$ cat src/rtl/prog_loader_pkg.sv
// -----------------------------------------------------------------------------
// my_pkg -- shared types and constants for the program loader.
//   loader_cmd_e   : header command field encoding
//   loader_state_e : loader FSM states (CHECK only exists when the
//                    PROG_LOADER_CHECKSUM_EN macro is defined)
//   LOADER_ADDR_W  : memory write-port address width
//   LOADER_MAX_COUNT : largest legal payload word count in one header
// -----------------------------------------------------------------------------
package my_pkg;

    localparam int LOADER_ADDR_W    = 10;
    localparam int LOADER_MAX_COUNT = 1024;
    localparam int LOADER_CNT_W     = 11;   // header count field width
    localparam int LOADER_DATA_W    = 32;

    typedef enum logic [1:0] {
        CMD_LOAD_PROG = 2'b00,
        CMD_LOAD_DATA = 2'b01,
        CMD_RUN       = 2'b10,
        CMD_RSVD      = 2'b11
    } loader_cmd_e;

    typedef enum logic [1:0] {
        ST_IDLE  = 2'd0,
        ST_LOAD  = 2'd1,
`ifdef PROG_LOADER_CHECKSUM_EN
        ST_CHECK = 2'd3,
`endif
        ST_RUN   = 2'd2
    } loader_state_e;

endpackage

$ cat src/rtl/prog_loader_if.sv
// -----------------------------------------------------------------------------
// prog_loader_if -- host word stream into the program loader.
//   in_valid : host word valid            (master -> slave)
//   in_data  : header/payload/checksum    (master -> slave)
//   in_ready : loader accepts the word    (slave -> master)
//   A word transfers on a rising edge where in_valid & in_ready.
// -----------------------------------------------------------------------------
interface prog_loader_if;
    logic        in_valid;
    logic        in_ready;
    logic [31:0] in_data;

    modport master (output in_valid, output in_data, input in_ready);
    modport slave  (input in_valid, input in_data, output in_ready);
endinterface

$ cat src/rtl/prog_loader.sv
// -----------------------------------------------------------------------------
// prog_loader -- streams a program and data image from a host into the core's
// instruction and data memories, then releases the core.
//
// Header word: [31:30] cmd, [25:16] base address, [10:0] word count.
// LOAD_PROG / LOAD_DATA headers are followed by <count> payload words, each
// written to consecutive (mod 1024) addresses one cycle after acceptance.
// A RUN header raises START (only if no error has been seen) and the loader
// stops accepting words until reset.
//
// Optional feature (macro PROG_LOADER_CHECKSUM_EN): each load is followed by
// one checksum word (32-bit sum of the payload); a mismatch sets err.
//
// Ports:
//   CLK, RSTn              clock, asynchronous active-low reset
//   host                   host word stream (prog_loader_if.slave)
//   TB_LOAD_PROGRAM_*      instruction-memory write port (CTRL/ADDR/DATA)
//   TB_LOAD_DATA_*         data-memory write port (CTRL/ADDR/DATA)
//   START                  core run enable, sticky until reset
//   busy                   high while a load (or checksum) is in progress
//   err                    sticky protocol / checksum error
// All outputs are registered.
// -----------------------------------------------------------------------------
module prog_loader
    import my_pkg::*;
(
    input  logic                     CLK,
    input  logic                     RSTn,
    prog_loader_if.slave             host,
    output logic                     TB_LOAD_PROGRAM_CTRL,
    output logic [LOADER_ADDR_W-1:0] TB_LOAD_PROGRAM_ADDR,
    output logic [LOADER_DATA_W-1:0] TB_LOAD_PROGRAM_DATA,
    output logic                     TB_LOAD_DATA_CTRL,
    output logic [LOADER_ADDR_W-1:0] TB_LOAD_DATA_ADDR,
    output logic [LOADER_DATA_W-1:0] TB_LOAD_DATA_DATA,
    output logic                     START,
    output logic                     busy,
    output logic                     err
);

    loader_state_e            state_q;
    logic                     rdy_q;
    logic [LOADER_ADDR_W-1:0] addr_q;
    logic [LOADER_CNT_W-1:0]  left_q;
    logic                     sel_data_q;
`ifdef PROG_LOADER_CHECKSUM_EN
    logic [LOADER_DATA_W-1:0] sum_q;
`endif

    // Inline header decode
    loader_cmd_e              hdr_cmd;
    logic [LOADER_ADDR_W-1:0] hdr_base;
    logic [LOADER_CNT_W-1:0]  hdr_cnt;
    logic                     xfer;

    assign hdr_cmd  = loader_cmd_e'(host.in_data[31:30]);
    assign hdr_base = host.in_data[25:16];
    assign hdr_cnt  = host.in_data[10:0];

    // Handshake uses the registered ready, so nothing from in_valid reaches
    // an output combinationally.
    assign xfer          = host.in_valid & rdy_q;
    assign host.in_ready = rdy_q;

    always_ff @(posedge CLK or negedge RSTn) begin
        if (!RSTn) begin
            state_q              <= ST_IDLE;
            rdy_q                <= 1'b0;
            addr_q               <= '0;
            left_q               <= '0;
            sel_data_q           <= 1'b0;
`ifdef PROG_LOADER_CHECKSUM_EN
            sum_q                <= '0;
`endif
            TB_LOAD_PROGRAM_CTRL <= 1'b0;
            TB_LOAD_PROGRAM_ADDR <= '0;
            TB_LOAD_PROGRAM_DATA <= '0;
            TB_LOAD_DATA_CTRL    <= 1'b0;
            TB_LOAD_DATA_ADDR    <= '0;
            TB_LOAD_DATA_DATA    <= '0;
            START                <= 1'b0;
            busy                 <= 1'b0;
            err                  <= 1'b0;
        end else begin
            // Write strobes are single-cycle pulses; ADDR/DATA simply hold.
            TB_LOAD_PROGRAM_CTRL <= 1'b0;
            TB_LOAD_DATA_CTRL    <= 1'b0;
            // Ready comes up on the first edge out of reset and stays up
            // until a RUN header is taken.
            rdy_q                <= (state_q != ST_RUN);

            case (state_q)
                ST_IDLE: begin
                    if (xfer) begin
                        if (hdr_cmd == CMD_RSVD ||
                            hdr_cnt > LOADER_CNT_W'(LOADER_MAX_COUNT)) begin
                            err <= 1'b1;
                        end else if (hdr_cmd == CMD_RUN) begin
                            if (!err) begin
                                state_q <= ST_RUN;
                                START   <= 1'b1;
                                rdy_q   <= 1'b0;
                            end
                        end else if (hdr_cnt != '0) begin
                            state_q    <= ST_LOAD;
                            busy       <= 1'b1;
                            addr_q     <= hdr_base;
                            left_q     <= hdr_cnt;
                            sel_data_q <= (hdr_cmd == CMD_LOAD_DATA);
`ifdef PROG_LOADER_CHECKSUM_EN
                            sum_q      <= '0;
`endif
                        end
                    end
                end

                ST_LOAD: begin
                    if (xfer) begin
                        if (sel_data_q) begin
                            TB_LOAD_DATA_CTRL    <= 1'b1;
                            TB_LOAD_DATA_ADDR    <= addr_q;
                            TB_LOAD_DATA_DATA    <= host.in_data;
                        end else begin
                            TB_LOAD_PROGRAM_CTRL <= 1'b1;
                            TB_LOAD_PROGRAM_ADDR <= addr_q;
                            TB_LOAD_PROGRAM_DATA <= host.in_data;
                        end
                        // Natural 10-bit overflow gives the 0x3FF -> 0x000 wrap.
                        addr_q <= addr_q + LOADER_ADDR_W'(1);
                        left_q <= left_q - LOADER_CNT_W'(1);
`ifdef PROG_LOADER_CHECKSUM_EN
                        sum_q  <= sum_q + host.in_data;
                        if (left_q == LOADER_CNT_W'(1)) begin
                            state_q <= ST_CHECK;
                        end
`else
                        if (left_q == LOADER_CNT_W'(1)) begin
                            state_q <= ST_IDLE;
                            busy    <= 1'b0;
                        end
`endif
                    end
                end

`ifdef PROG_LOADER_CHECKSUM_EN
                ST_CHECK: begin
                    // Writes already issued stay in memory; only err records
                    // the bad image.
                    if (xfer) begin
                        if (host.in_data != sum_q) begin
                            err <= 1'b1;
                        end
                        state_q <= ST_IDLE;
                        busy    <= 1'b0;
                    end
                end
`endif

                ST_RUN: begin
                    rdy_q <= 1'b0;
                end

                default: begin
                    state_q <= ST_IDLE;
                    busy    <= 1'b0;
                end
            endcase
        end
    end

endmodule

$ cat src/flat_wrapper.sv
// flat-port wrapper written by rule: the top's interface ports become plain ports
module prog_loader_flat import my_pkg::*;
  (CLK, RSTn, TB_LOAD_PROGRAM_CTRL, TB_LOAD_PROGRAM_ADDR, TB_LOAD_PROGRAM_DATA, TB_LOAD_DATA_CTRL, TB_LOAD_DATA_ADDR, TB_LOAD_DATA_DATA, START, busy, err, host_in_valid, host_in_data, host_in_ready);
  prog_loader_if host_i ();
  input  logic CLK;
  input  logic RSTn;
  output logic TB_LOAD_PROGRAM_CTRL;
  output logic [LOADER_ADDR_W-1:0] TB_LOAD_PROGRAM_ADDR;
  output logic [LOADER_DATA_W-1:0] TB_LOAD_PROGRAM_DATA;
  output logic TB_LOAD_DATA_CTRL;
  output logic [LOADER_ADDR_W-1:0] TB_LOAD_DATA_ADDR;
  output logic [LOADER_DATA_W-1:0] TB_LOAD_DATA_DATA;
  output logic START;
  output logic busy;
  output logic err;
  input wire logic [$bits(host_i.in_valid)-1:0] host_in_valid;
  input wire logic [$bits(host_i.in_data)-1:0] host_in_data;
  output wire logic [$bits(host_i.in_ready)-1:0] host_in_ready;
  assign host_i.in_valid = host_in_valid;
  assign host_i.in_data = host_in_data;
  assign host_in_ready = host_i.in_ready;
  prog_loader u_core (.CLK(CLK), .RSTn(RSTn), .host(host_i), .TB_LOAD_PROGRAM_CTRL(TB_LOAD_PROGRAM_CTRL), .TB_LOAD_PROGRAM_ADDR(TB_LOAD_PROGRAM_ADDR), .TB_LOAD_PROGRAM_DATA(TB_LOAD_PROGRAM_DATA), .TB_LOAD_DATA_CTRL(TB_LOAD_DATA_CTRL), .TB_LOAD_DATA_ADDR(TB_LOAD_DATA_ADDR), .TB_LOAD_DATA_DATA(TB_LOAD_DATA_DATA), .START(START), .busy(busy), .err(err));
endmodule
$ cat config.mk
export PLATFORM = sky130hd
export DESIGN_NAME = prog_loader_flat
export DESIGN_NICKNAME = d
export VERILOG_FILES = /design/src/rtl/prog_loader_pkg.sv /design/src/rtl/prog_loader_if.sv /design/src/rtl/prog_loader.sv /design/src/flat_wrapper.sv
export SDC_FILE = /design/constraint.sdc
export NUM_CORES = 1
export LEC_CHECK = 0
export ABC_CLOCK_PERIOD_IN_PS = 2400
export CORE_MARGIN = 2
export CORE_UTILIZATION = 49
export DETAILED_ROUTE_END_ITERATION = 16
export GPL_ROUTABILITY_DRIVEN = 1
export GPL_TIMING_DRIVEN = 1
export HOLD_SLACK_MARGIN = 0.03
export PLACE_DENSITY = 0.88
export SLEW_MARGIN = 20
export SYNTH_ARGS = -nofsm -noshare
export SYNTH_HDL_FRONTEND = slang
export SYNTH_SLANG_ARGS = --single-unit
$ cat constraint.sdc
create_clock -name CLK -period 2.4 [get_ports CLK]
set_input_delay 0.24 -clock CLK [delete_from_list [all_inputs] [get_ports CLK]]
set_output_delay 0.24 -clock CLK [all_outputs]
set_load 0.05 [all_outputs]
### Word-level counts from Yosys, hierarchy flattened

Cells that the tools add are included.

| operators by class | value |
|---|---|
| $add $sub $neg | 2 |
| magnitude comparators | 1 |
| eq/ne operators | 15 |
| muxes and demuxes | 38 |
| bitwise gates (word level) | 6 |
| reductions and logical operators | 12 |

Operators with widths:

| cell | number |
|---|---|
| $mux 11 | 5 |
| $mux 10 | 5 |
| $pmux 11 s2 | 1 |
| $pmux 10 s2 | 1 |
| $mux 1 | 16 |
| $mux 2 | 7 |
| $reduce_and 7->1 | 2 |
| $eq 11x1->1 const B | 1 |
| $gt 11x11->1 const B | 1 |
| $reduce_bool 11->1 | 1 |
| $sub 11x1->11 const B | 1 |
| $add 10x1->10 const B | 1 |
| $reduce_and 5->1 | 2 |
| $reduce_and 3->1 | 3 |
| $ne 2x1->1 const B | 4 |
| $eq 2x2->1 const B | 3 |
| $ne 2x2->1 const B | 3 |
| $pmux 2 s3 | 1 |
| $reduce_and 6->1 | 1 |
| $not 1->1 | 5 |
| $eq 2x1->1 const B | 2 |
| $ne 3x1->1 const B | 1 |
| $ne 3x3->1 const B | 1 |
| $pmux 1 s3 | 1 |
| 5 further kinds | 5 |

| storage, ports and cells | value |
|---|---|
| bits in registers | 114 |
| bits of input ports | 35 |
| output and inout port bits | 90 |
| word-level logic and storage cells | 88 |

### Longest topological paths before layout

Gate-level depths: netlist of the first run.

| depth | value |
|---|---|
| depth in word-level cells | 6 |
| depth in mapped cells | 7 |
| depth with buffers taken out | 7 |

### Least setup slack after synthesis of the first run

No wires, ideal clock.

| timing | value |
|---|---|
| path kind | register to register |
| from | register u_core.rdy_q (netlist: u_core.host.in_ready) |
| to | register u_core.busy |
| library setup time | 120 ps |
| arrival time | 1779 ps |
| data required time | 2280 ps |
| setup slack | 502 ps |
| stages on the path, launching flop included | 5 |
| buffers on the path | 0 |
| clock period less this slack | 1898 ps |
| path through | dfrtp_1 -> nand2_1 -> or4_1 -> o31a_1 -> o22a_2 |

| on the way | value |
|---|---|
| longest elaborated chain between the ends | 3 |
| elaborated cells on any way between the ends | 4 |
| those cells by class | eq/ne: 2; bitwise: 1; reduce/logical: 1 |

RTL lines:

| item | line | text |
|---|---|---|
| start: declaration | prog_loader.sv:42 | `logic rdy_q;` |
| start signal: assignment | prog_loader.sv:90 | `rdy_q <= (state_q != ST_RUN);` |
| $and 1x1->1 (*) | prog_loader.sv:62 | `assign xfer = host.in_valid & rdy_q;` |
| $ne 2x1->1 (no line) | -- |  |
| $reduce_and 7->1 (no line) (*) | -- |  |
| end signal: assignment | prog_loader.sv:82 | `busy <= 1'b0;` |
| end signal: assignment | prog_loader.sv:106 | `busy <= 1'b1;` |
| end signal: assignment | prog_loader.sv:139 | `busy <= 1'b0;` |
| end: declaration | prog_loader.sv:37 | `output logic busy,` |

Mark *: on every way between the ends. The rest lies on a longest branch, timed or not.
A chain may end at the register's enable or synchronous reset.

### Worst setup path after layout of the first run

| timing | value |
|---|---|
| from | register u_core.left_q[6] |
| to | register u_core.busy |

| on the way | value |
|---|---|
| longest elaborated chain between the ends | 3 |

RTL lines:

| item | line | text |
|---|---|---|
| start: declaration | prog_loader.sv:44 | `logic [LOADER_CNT_W-1:0] left_q;` |
| start signal: assignment | prog_loader.sv:108 | `left_q <= hdr_cnt;` |
| start signal: assignment | prog_loader.sv:130 | `left_q <= left_q - LOADER_CNT_W'(1);` |
| $eq 11x1->1 | prog_loader.sv:137 | `if (left_q == LOADER_CNT_W'(1)) begin` |
| $ne 2x1->1 (no line) | -- |  |
| $reduce_and 7->1 (no line) | -- |  |
| end signal: assignment | prog_loader.sv:106 |  |
| end signal: assignment | prog_loader.sv:139 |  |
| end signal: assignment | prog_loader.sv:165 | `busy <= 1'b0;` |

Every way passes these cells.

==> results of run 1 <==
## placed cells by master (no fill, tap or decap), types with 3 or more instances in the layout
master	n
a21oi_1	24
a2bb2oi_1	7
a31oi_1	4
buf_12	4
buf_4	16
bufinv_16	3
clkbuf_16	16
clkdlybuf4s50_1	123
clkinvlp_4	5
dfrtp_1	114
ha_1	3
inv_1	5
inv_6	4
mux2_2	85
nand2_1	20
nand3_1	7
nand4_1	5
nor2_1	20
nor3_1	6
o21ai_0	19
o22ai_1	6
## registers in the layout, summed over array words and instances, names as in the netlist
register / flops
u_core.TB_LOAD_DATA_DATA: 32
u_core.TB_LOAD_PROGRAM_DATA: 32
u_core.left_q: 11
u_core.TB_LOAD_DATA_ADDR: 10
u_core.TB_LOAD_PROGRAM_ADDR: 10
u_core.addr_q: 10
u_core.state_q: 2
u_core.START: 1
u_core.TB_LOAD_DATA_CTRL: 1
u_core.TB_LOAD_PROGRAM_CTRL: 1
u_core.busy: 1
u_core.err: 1
u_core.host.in_ready: 1
u_core.sel_data_q: 1
## cells by family after synthesis
kind of cell,Yosys count,synth area share [%]
fa+ha+maj,3,0.774
mux,86,19.9
flops,114,58.8
compound gates,75,10.1
simple gates,76,8.20
buf+inv,23,2.22
## per-layer routing
| layer | vias up | track usage (%) |
|---|---|---|
| met5 | - | 0 |
| met4 | 0 | 8.70 |
| met3 | 12 | 7.93 |
| met2 | 180 | 38.4 |
| met1 | 1863 | 30.1 |
| li1 | 1678 | - |
## power by group
| group | total [uW] | leakage (uW) | switching, uW | internal, uW |
|---|---|---|---|---|
| combinational | 5620 | 0.00126 | 3550 | 2060 |
| sequential | 3460 | 0.00136 | 634 | 2830 |
| clock | 2500 | 0.000278 | 908 | 1590 |
| total | 11600 | 0.00290 | 5100 | 6480 |
## worst reg2reg max path, cell delays in order (launching register included)
cell     delay (ns)
dfrtp_1        0.43
or3_4          0.43
or4_4          0.44
o31a_1         0.34
o22a_2         0.24
## how the worst max path moves through the flow
stage	from	end	slack [ns]	cells after the start
detailed placement	host_in_data[9]	u_core.sel_data_q$_DFFE_PN0P_	0.07	6
finish	u_core.left_q[6]$_DFFE_PN0P_	u_core.busy$_DFFE_PN0P_	0.41	4
global placement	host_in_data[9]	u_core.sel_data_q$_DFFE_PN0P_	0.13	6
floorplan	u_core.host.in_ready$_DFF_PN0_	u_core.busy$_DFFE_PN0P_	0.50	4
CTS	u_core.host.in_ready$_DFF_PN0_	host_in_ready	0.40	1
global route	u_core.host.in_ready$_DFF_PN0_	host_in_ready	0.36	1
## final cells by class
class,count,area [sq um]
Fill cell,647,2710
Inverter,5,18.8
Multi-Input combinational cell,240,1900
Clock inverter,15,181
Tap cell,133,166
Timing Repair Buffer,144,1440
Clock buffer,17,414
Sequential cell,114,2850
## synth_stat cells (all sizes together), types with 3 or more instances
cell,count,share of area [%]
a21oi,24,2.5
ha,3,0.77
o21ai,19,2.0
clkbuf,8,0.62
a2bb2oi,7,1.3
mux2,85,20
nand3,7,0.72
buf,10,1.2
inv,5,0.39
o22ai,6,0.77
nand2,20,1.5
a31oi,4,0.52
dfrtp,114,59
nor3,8,1.0
nor2,22,1.9
nor4,3,0.64
nand4,5,0.64
o31a,3,0.57
## metrics by stage
| step | hold slack, ns | setup WS (ns) | cells | instance area [sq um] | utilization (%) |
|---|---|---|---|---|---|
| 5_1_grt | 0.304 | 0.356 | 668 | 6970 | 72.0 |
| 6_report | 0.268 | 0.409 | 668 | 6970 | 72.0 |
| 4_1_cts | 0.265 | 0.401 | 668 | 6970 | 72.0 |
| 3_5_place_dp | 0.259 | 0.0670 | 635 | 6370 | 65.8 |
| 3_3_place_gp | 0.248 | 0.134 | 635 | 6370 | 65.8 |
| 2_1_floorplan | -0.0556 | 0.502 | 377 | 4850 | - |
## timing repair
action | 4_1_cts | 5_1_grt
gates resized for setup | 0 | 0
endpoints found under the hold margin | 39 | 0
hold buffers | 1 | 0
==> results.toml, run 1 <==
[placed_design]
place_congestion = 0.893
dp_hpwl_microns = 8020
portBuffers = 124

[clock_network]
cts.sinks = 114
cts_buffers = 17
cts_tree = "yes"
clock_latency_ns = 0.52
cts_root_buf = "clkbuf_8"
clk_pin_slew_worst_paths_ns = 0.06
htree_levels = 4
clockBufferDepth = 2
post_cts_buffers = 0

[synth]
async_flop_share_pct = 100
synth_ff_type = "dfrtp_1"
syn_area_per_cell_sq_um = 12.9
synth_fp_nets = 415
syn_area_sq_mm = 0.00485
postSynthCellCount = 377
synth_warnings = 0
yosysSeqAreaShare_pct = 58.8
ys_ff_latch = 114
synth_edf_count = 0
yosysUniqueCellTypes = 44

[final_layout]
synthToLayoutAreaGrowth_pct = 43.8
antenna_cells = 0
nets = 560
drive_gt1_share_pct = 28.4

[power_and_ir_drop]
finalPower_uw = 11600
power_density_mw_per_mm2 = 1660
cellLeakagePower_uw = 0.00290
ir_worst_vdd_mv = 1.24

[timing]
rsz0062_at_grt = "no"
max_clock_freq_ghz = 0.502
tightest_slew_ns = 0.536
max_slew_margin_pct = 64.1
fin_worst_skew_ns = 0.00811
report.final.setup_viol = 0
setup-tns-final_ns = 0
min_period_ns = 1.99
slew_violations = 0
period_share_pct = 83.0
hold_viol = 0

[critical_path]
r2r_slack_ns = 0.41
worst_setup_path_start_kind = "flip-flop"
cp.buffers_inverters = 0
cp_max_fo = 6
crit_required_ns = 2.80
worstRegToRegCells = 4
max_stage_delay_ns = 0.44
crit_path_cell_trace = "or3_4 > or4_4 > o31a_1 > o22a_2"
reg2reg_to = "u_core.busy$_DFFE_PN0P_"
r2r_start = "u_core.left_q[6]$_DFFE_PN0P_"
cp_top_family = "simple AND/OR/NAND/NOR gates"
worstSetupPathType = "reg2reg"
arrival_ns = 2.39
cp-end-kind = "flip-flop"
cp_slowest_cell = "or4_4"

[floorplan]
dieHeight_microns = 103
boundaryPins = 125
rows = 36
design.die.area_sq_mm = 0.0107
core_sq_mm = 0.00968
die_width_microns = 103
initial_utilization_pct = 50.1

[drt]
wirelength_microns = 11900
vias = 3733
highest_layer = "met4"
vias_per_cell = 5.59
wl_per_cell_microns = 17.8
final_antenna_net_count = 0
wl_met3_microns = 931
wl_met2_microns = 5950
first_iter_violations = 375
drc = 0
firstDrtPassIters = 5
m1WireLength_microns = 4840

[global_route]
grt_pass1_wl_microns = 19100
grt_max_degree = 47
grtUsageTotal_pct = 23.8
gr-total-overflow = 0
antenna_found_initial = 0
grt_pass1_vias = 3834

[flow_run]
cap_viol_max_count = 0

[run_status]
status = "finished, final reports clean"

[hold_path]
hold_class = "in2async"
(Power assumes the default switching activity.)
==> run 2, diff against run 1 <==
--- a/config.mk
+++ b/config.mk
@@ -5,7 +5,7 @@
 export SDC_FILE = /design/constraint.sdc
 export NUM_CORES = 1
 export LEC_CHECK = 0
-export ABC_CLOCK_PERIOD_IN_PS = 2400
+export ABC_CLOCK_PERIOD_IN_PS = 2000
 export CORE_MARGIN = 2
 export CORE_UTILIZATION = 49
 export DETAILED_ROUTE_END_ITERATION = 16
==> constraint.sdc (replaced) <==
create_clock -name CLK -period 2 [get_ports CLK]
set_input_delay 0.2 -clock CLK [delete_from_list [all_inputs] [get_ports CLK]]
set_output_delay 0.2 -clock CLK [all_outputs]
set_load 0.05 [all_outputs]
==> results.toml, run 2 (synthesized netlist as in run 1, its figures left out) <==
[power_and_ir_drop]
power_density_mw_per_mm2 = 1960
finalPower_uw = 13900
ir_worst_vdd_mv = 1.27
cellLeakagePower_uw = 0.00296

[placed_design]
portBuffers = 124
dp_hpwl_microns = 8450
dp.cells = 648
pre_cts_slack_ns = -0.258
place_congestion = 0.883

[critical_path]
crit_required_ns = 1.80
worst_setup_path_start_kind = "flip-flop"
critPathLaunch = "u_core.host.in_ready$_DFF_PN0_"
crit_path_cell_trace = "clkdlybuf4s50_1"
worstRegToRegCells = 4
cp-end-kind = "output port"
r2r_slack_ns = 0.08
cp_slowest_cell = "clkdlybuf4s50_1"
reg2reg_to = "u_core.busy$_DFFE_PN0P_"
cp_max_fo = 4
arrival_ns = 1.74
max_stage_delay_ns = 0.82
cp_top_family = "buffers and inverters"
cp.buffers_inverters = 1
worstSetupPathType = "reg2out"
r2r_start = "u_core.left_q[7]$_DFFE_PN0P_"

[floorplan]
design.die.area_sq_mm = 0.0107
initial_utilization_pct = 50.1
die_width_microns = 103
boundaryPins = 125
rows = 36
dieHeight_microns = 103
core_sq_mm = 0.00968

[timing]
slew_violations = 0
whs_ns = 0.125
tightest_slew_ns = 0.535
report.final.setup_viol = 0
setup-tns-final_ns = 0
timing.final.ws_setup_ns = 0.0648
min_period_ns = 1.94
max_slew_margin_pct = 64.2
fin_worst_skew_ns = 0.00883
hold_viol = 0
max_clock_freq_ghz = 0.517
period_share_pct = 96.8
rsz0062_at_grt = "no"

[final_layout]
synthToLayoutAreaGrowth_pct = 45.7
final_common_cell = "clkdlybuf4s50_1"
drive_gt1_share_pct = 30.1
layout_common_cells = "clkdlybuf4s50_1 (123), dfrtp_1 (114), mux2_2 (85)"
nets = 573
top_regs = "u_core.TB_LOAD_DATA_DATA (32), u_core.TB_LOAD_PROGRAM_DATA (32), u_core.left_q (11)"
stdcell_count = 681
antenna_cells = 0

[clock_network]
clk_pin_slew_worst_paths_ns = 0.06
htree_levels = 4
cts_hold_buffers = 1
cts.sinks = 114
cts_tree = "yes"
cts_root_buf = "clkbuf_8"
cts_resized = 0
clockBufferDepth = 2
post_cts_buffers = 0
cts_buffers = 17
clock_latency_ns = 0.51

[global_route]
grt_pass1_wl_microns = 19500
grt_max_degree = 43
grt_pass1_vias = 3878
gr-total-overflow = 0
grtUsageTotal_pct = 24.5
antenna_found_initial = 0

[drt]
wirelength_microns = 12200
drc = 0
first_iter_violations = 240
final_antenna_net_count = 0
firstDrtPassIters = 5
vias_per_cell = 5.55
wl_per_cell_microns = 17.9
vias = 3778

[hold_path]
hold_class = "in2async"

[run_status]
status = "finished, final reports clean"

[flow_run]
cap_viol_max_count = 0
run 2: routing by layer:
metal | wire length (microns) | track usage [%]
met5 | 0 | 0
met4 | 177 | 9.41
met3 | 874 | 6.99
met2 | 6140 | 39.4
met1 | 5030 | 31.5
run 2: worst max path at each step:
stage,to,slack [ns],depth (start not counted)
2_1_floorplan,u_core.busy$_DFFE_PN0P_,0.10,4
3_3_place_gp,u_core.sel_data_q$_DFFE_PN0P_,-0.18,6
3_5_place_dp,u_core.sel_data_q$_DFFE_PN0P_,-0.26,6
4_1_cts,host_in_ready,0.05,1
5_1_grt,host_in_ready,0.01,1
6_report,host_in_ready,0.06,1
run 2: layout make-up:
| class | count | area (sq um) |
|---|---|---|
| Multi-Input combinational cell | 240 | 1900 |
| Tap cell | 133 | 166 |
| Clock inverter | 13 | 150 |
| Timing Repair Buffer | 157 | 1540 |
| Inverter | 5 | 18.8 |
| Fill cell | 638 | 2620 |
| Sequential cell | 114 | 2850 |
| Clock buffer | 19 | 442 |
run 2: through the flow:
step / utilization [%] / instance area (sq um)
3_3_place_gp: 66.8 / 6470
5_1_grt: 73.0 / 7070
6_report: 73.0 / 7070
4_1_cts: 73.0 / 7070
2_1_floorplan: - / 4850
3_5_place_dp: 66.8 / 6470
run 2: report_power, final:
part           switching (uW)  leakage, uW  internal [uW]  total [uW]
Sequential                735      0.00136           3390        4130
Combinational            4310      0.00133           2510        6810
Clock                    1090     0.000274           1850        2950
Total                    6140      0.00296           7750       13900
==> run 3, diff against run 2 <==
--- a/config.mk
+++ b/config.mk
@@ -5,6 +5,7 @@
 export SDC_FILE = /design/constraint.sdc
 export NUM_CORES = 1
 export LEC_CHECK = 0
+export ABC_AREA = 0
 export ABC_CLOCK_PERIOD_IN_PS = 2000
 export CORE_MARGIN = 2
 export CORE_UTILIZATION = 49
@@ -12,7 +13,7 @@
 export GPL_ROUTABILITY_DRIVEN = 1
 export GPL_TIMING_DRIVEN = 1
 export HOLD_SLACK_MARGIN = 0.03
-export PLACE_DENSITY = 0.88
+export PLACE_DENSITY = 0.9
 export SLEW_MARGIN = 20
 export SYNTH_ARGS = -nofsm -noshare
 export SYNTH_HDL_FRONTEND = slang
==> results.toml, run 3 (synthesized netlist as in run 1, its figures left out) <==
[floorplan]
die_width_microns = 103
core_sq_mm = 0.00968
boundaryPins = 125
initial_utilization_pct = 50.1
design.die.area_sq_mm = 0.0107
rows = 36
dieHeight_microns = 103

[final_layout]
nets = 573
drive_gt1_share_pct = 30.1
utilization_pct = 73.9
top_regs = "u_core.TB_LOAD_DATA_DATA (32), u_core.TB_LOAD_PROGRAM_DATA (32), u_core.left_q (11)"
layout_common_cells = "clkdlybuf4s50_1 (122), dfrtp_1 (114), mux2_2 (85)"
stdcell_count = 681
fillCellCount = 641
seq_area_sq_mm = 0.00285
antenna_cells = 0
multi_input_area_sq_mm = 0.00190
synthToLayoutAreaGrowth_pct = 47.6
final_common_cell = "clkdlybuf4s50_1"

[power_and_ir_drop]
pwr-share-seq_pct = 29.1
finalPower_uw = 14300
cellLeakagePower_uw = 0.00300
p_int_uw = 8070
power_density_mw_per_mm2 = 1990
ir_worst_vdd_mv = 1.33
clockPowerShare_pct = 23.0
p_sw_share_pct = 43.4
comb_power_share_pct = 48.0
power_switching_uw = 6190

[critical_path]
worst_setup_path_start_kind = "flip-flop"
r2r_slack_ns = 0.07
cp-end-kind = "flip-flop"
worstSetupPathType = "reg2reg"
cp_max_fo = 4
worstRegToRegCells = 4
arrival_ns = 2.33
critPathLaunch = "u_core.left_q[7]$_DFFE_PN0P_"
crit_required_ns = 2.40
reg2reg_to = "u_core.state_q[0]$_DFFE_PN0P_"
r2r_start = "u_core.left_q[7]$_DFFE_PN0P_"

[drt]
wirelength_microns = 12700
final_antenna_net_count = 0
vias = 3821
wl_per_cell_microns = 18.6
firstDrtPassIters = 5
first_iter_violations = 228
drc = 0
vias_per_cell = 5.61

[timing]
max_slew_margin_pct = 62.5
whs_ns = 0.235
slew_violations = 0
tightest_slew_ns = 0.562
setup-tns-final_ns = 0
hold_viol = 0
min_period_ns = 1.93
max_clock_freq_ghz = 0.518
rsz0062_at_grt = "no"
fin_worst_skew_ns = 0.00852
period_share_pct = 96.6
report.final.setup_viol = 0

[placed_design]
dp.cells = 648
dp_hpwl_microns = 8380
place_congestion = 0.895
portBuffers = 124

[global_route]
grt_pass1_vias = 3947
antenna_found_initial = 0
grt_pass1_wl_microns = 20000
grt_max_degree = 44
grtUsageTotal_pct = 24.9
gr-total-overflow = 0

[clock_network]
clock_latency_ns = 0.51
cts_buffers = 17
cts_root_buf = "clkbuf_8"
cts.sinks = 114
clk_pin_slew_worst_paths_ns = 0.06
htree_levels = 4
clockBufferDepth = 2
cts_tree = "yes"

[run_status]
status = "finished, final reports clean"

[hold_path]
hold_class = "in2async"

[flow_run]
cap_viol_max_count = 0
[run 3: cell type report]
class	count	area share, %
Clock inverter	15	3.22
Tap cell	133	2.32
Timing Repair Buffer	157	22.1
Clock buffer	17	5.78
Multi-Input combinational cell	240	26.5
Sequential cell	114	39.8
Inverter	5	0.262
[run 3: worst max-delay path by stage]
stage	cells past startpoint	slack (ns)	end
2_1_floorplan	4	0.10	u_core.busy$_DFFE_PN0P_
3_3_place_gp	8	-0.18	u_core.sel_data_q$_DFFE_PN0P_
3_5_place_dp	6	-0.24	u_core.sel_data_q$_DFFE_PN0P_
4_1_cts	1	0.04	host_in_ready
5_1_grt	1	0.02	TB_LOAD_DATA_DATA[22]
6_report	4	0.07	u_core.state_q[0]$_DFFE_PN0P_
[run 3: worst max-delay path, stage by stage, from the launching register on]
cell and delay [ns]:
dfrtp_1 0.41, or3_4 0.40, or4_4 0.45, o31a_1 0.34, a21o_2 0.23
[run 3: timing repair]
item / in CTS / in global routing
buffers inserted: 0 / 0
hold endpoints to repair: 39 / 0
gates resized for setup: 0 / 1
hold buffers: 1 / 0
setup endpoints to repair: 0 / 1
[run 3: metal layers]
metal	part of all wire, %	track usage [%]	wire length, microns	vias to the layer above
li1	-	-	-	1708
met1	40	30.3	5120	1901
met2	50	41.7	6390	181
met3	6.9	7.39	880	31
met4	2.2	9.62	284	0
met5	0	0	0	-
[run 3: through the flow]
| stage | instance area, sq um | worst slack (ns) |
|---|---|---|
| floorplan | 4850 | 0.102 |
| global placement | 6500 | -0.180 |
| detailed placement | 6500 | -0.236 |
| CTS | 7160 | 0.0406 |
| global route | 7160 | 0.0164 |
| finish | 7160 | 0.0683 |
[run 3: power by group through the flow]
| stage | Combinational, uW | Sequential [uW] | Clock, uW |
|---|---|---|---|
| after floorplan | 1400 | 7080 | 0 |
| after global placement | 6680 | 4070 | 0 |
| after detailed placement | 6820 | 4150 | 0 |
| after CTS | 6880 | 4140 | 3310 |
| after global routing | 7150 | 4270 | 3410 |
| final | 6840 | 4150 | 3280 |
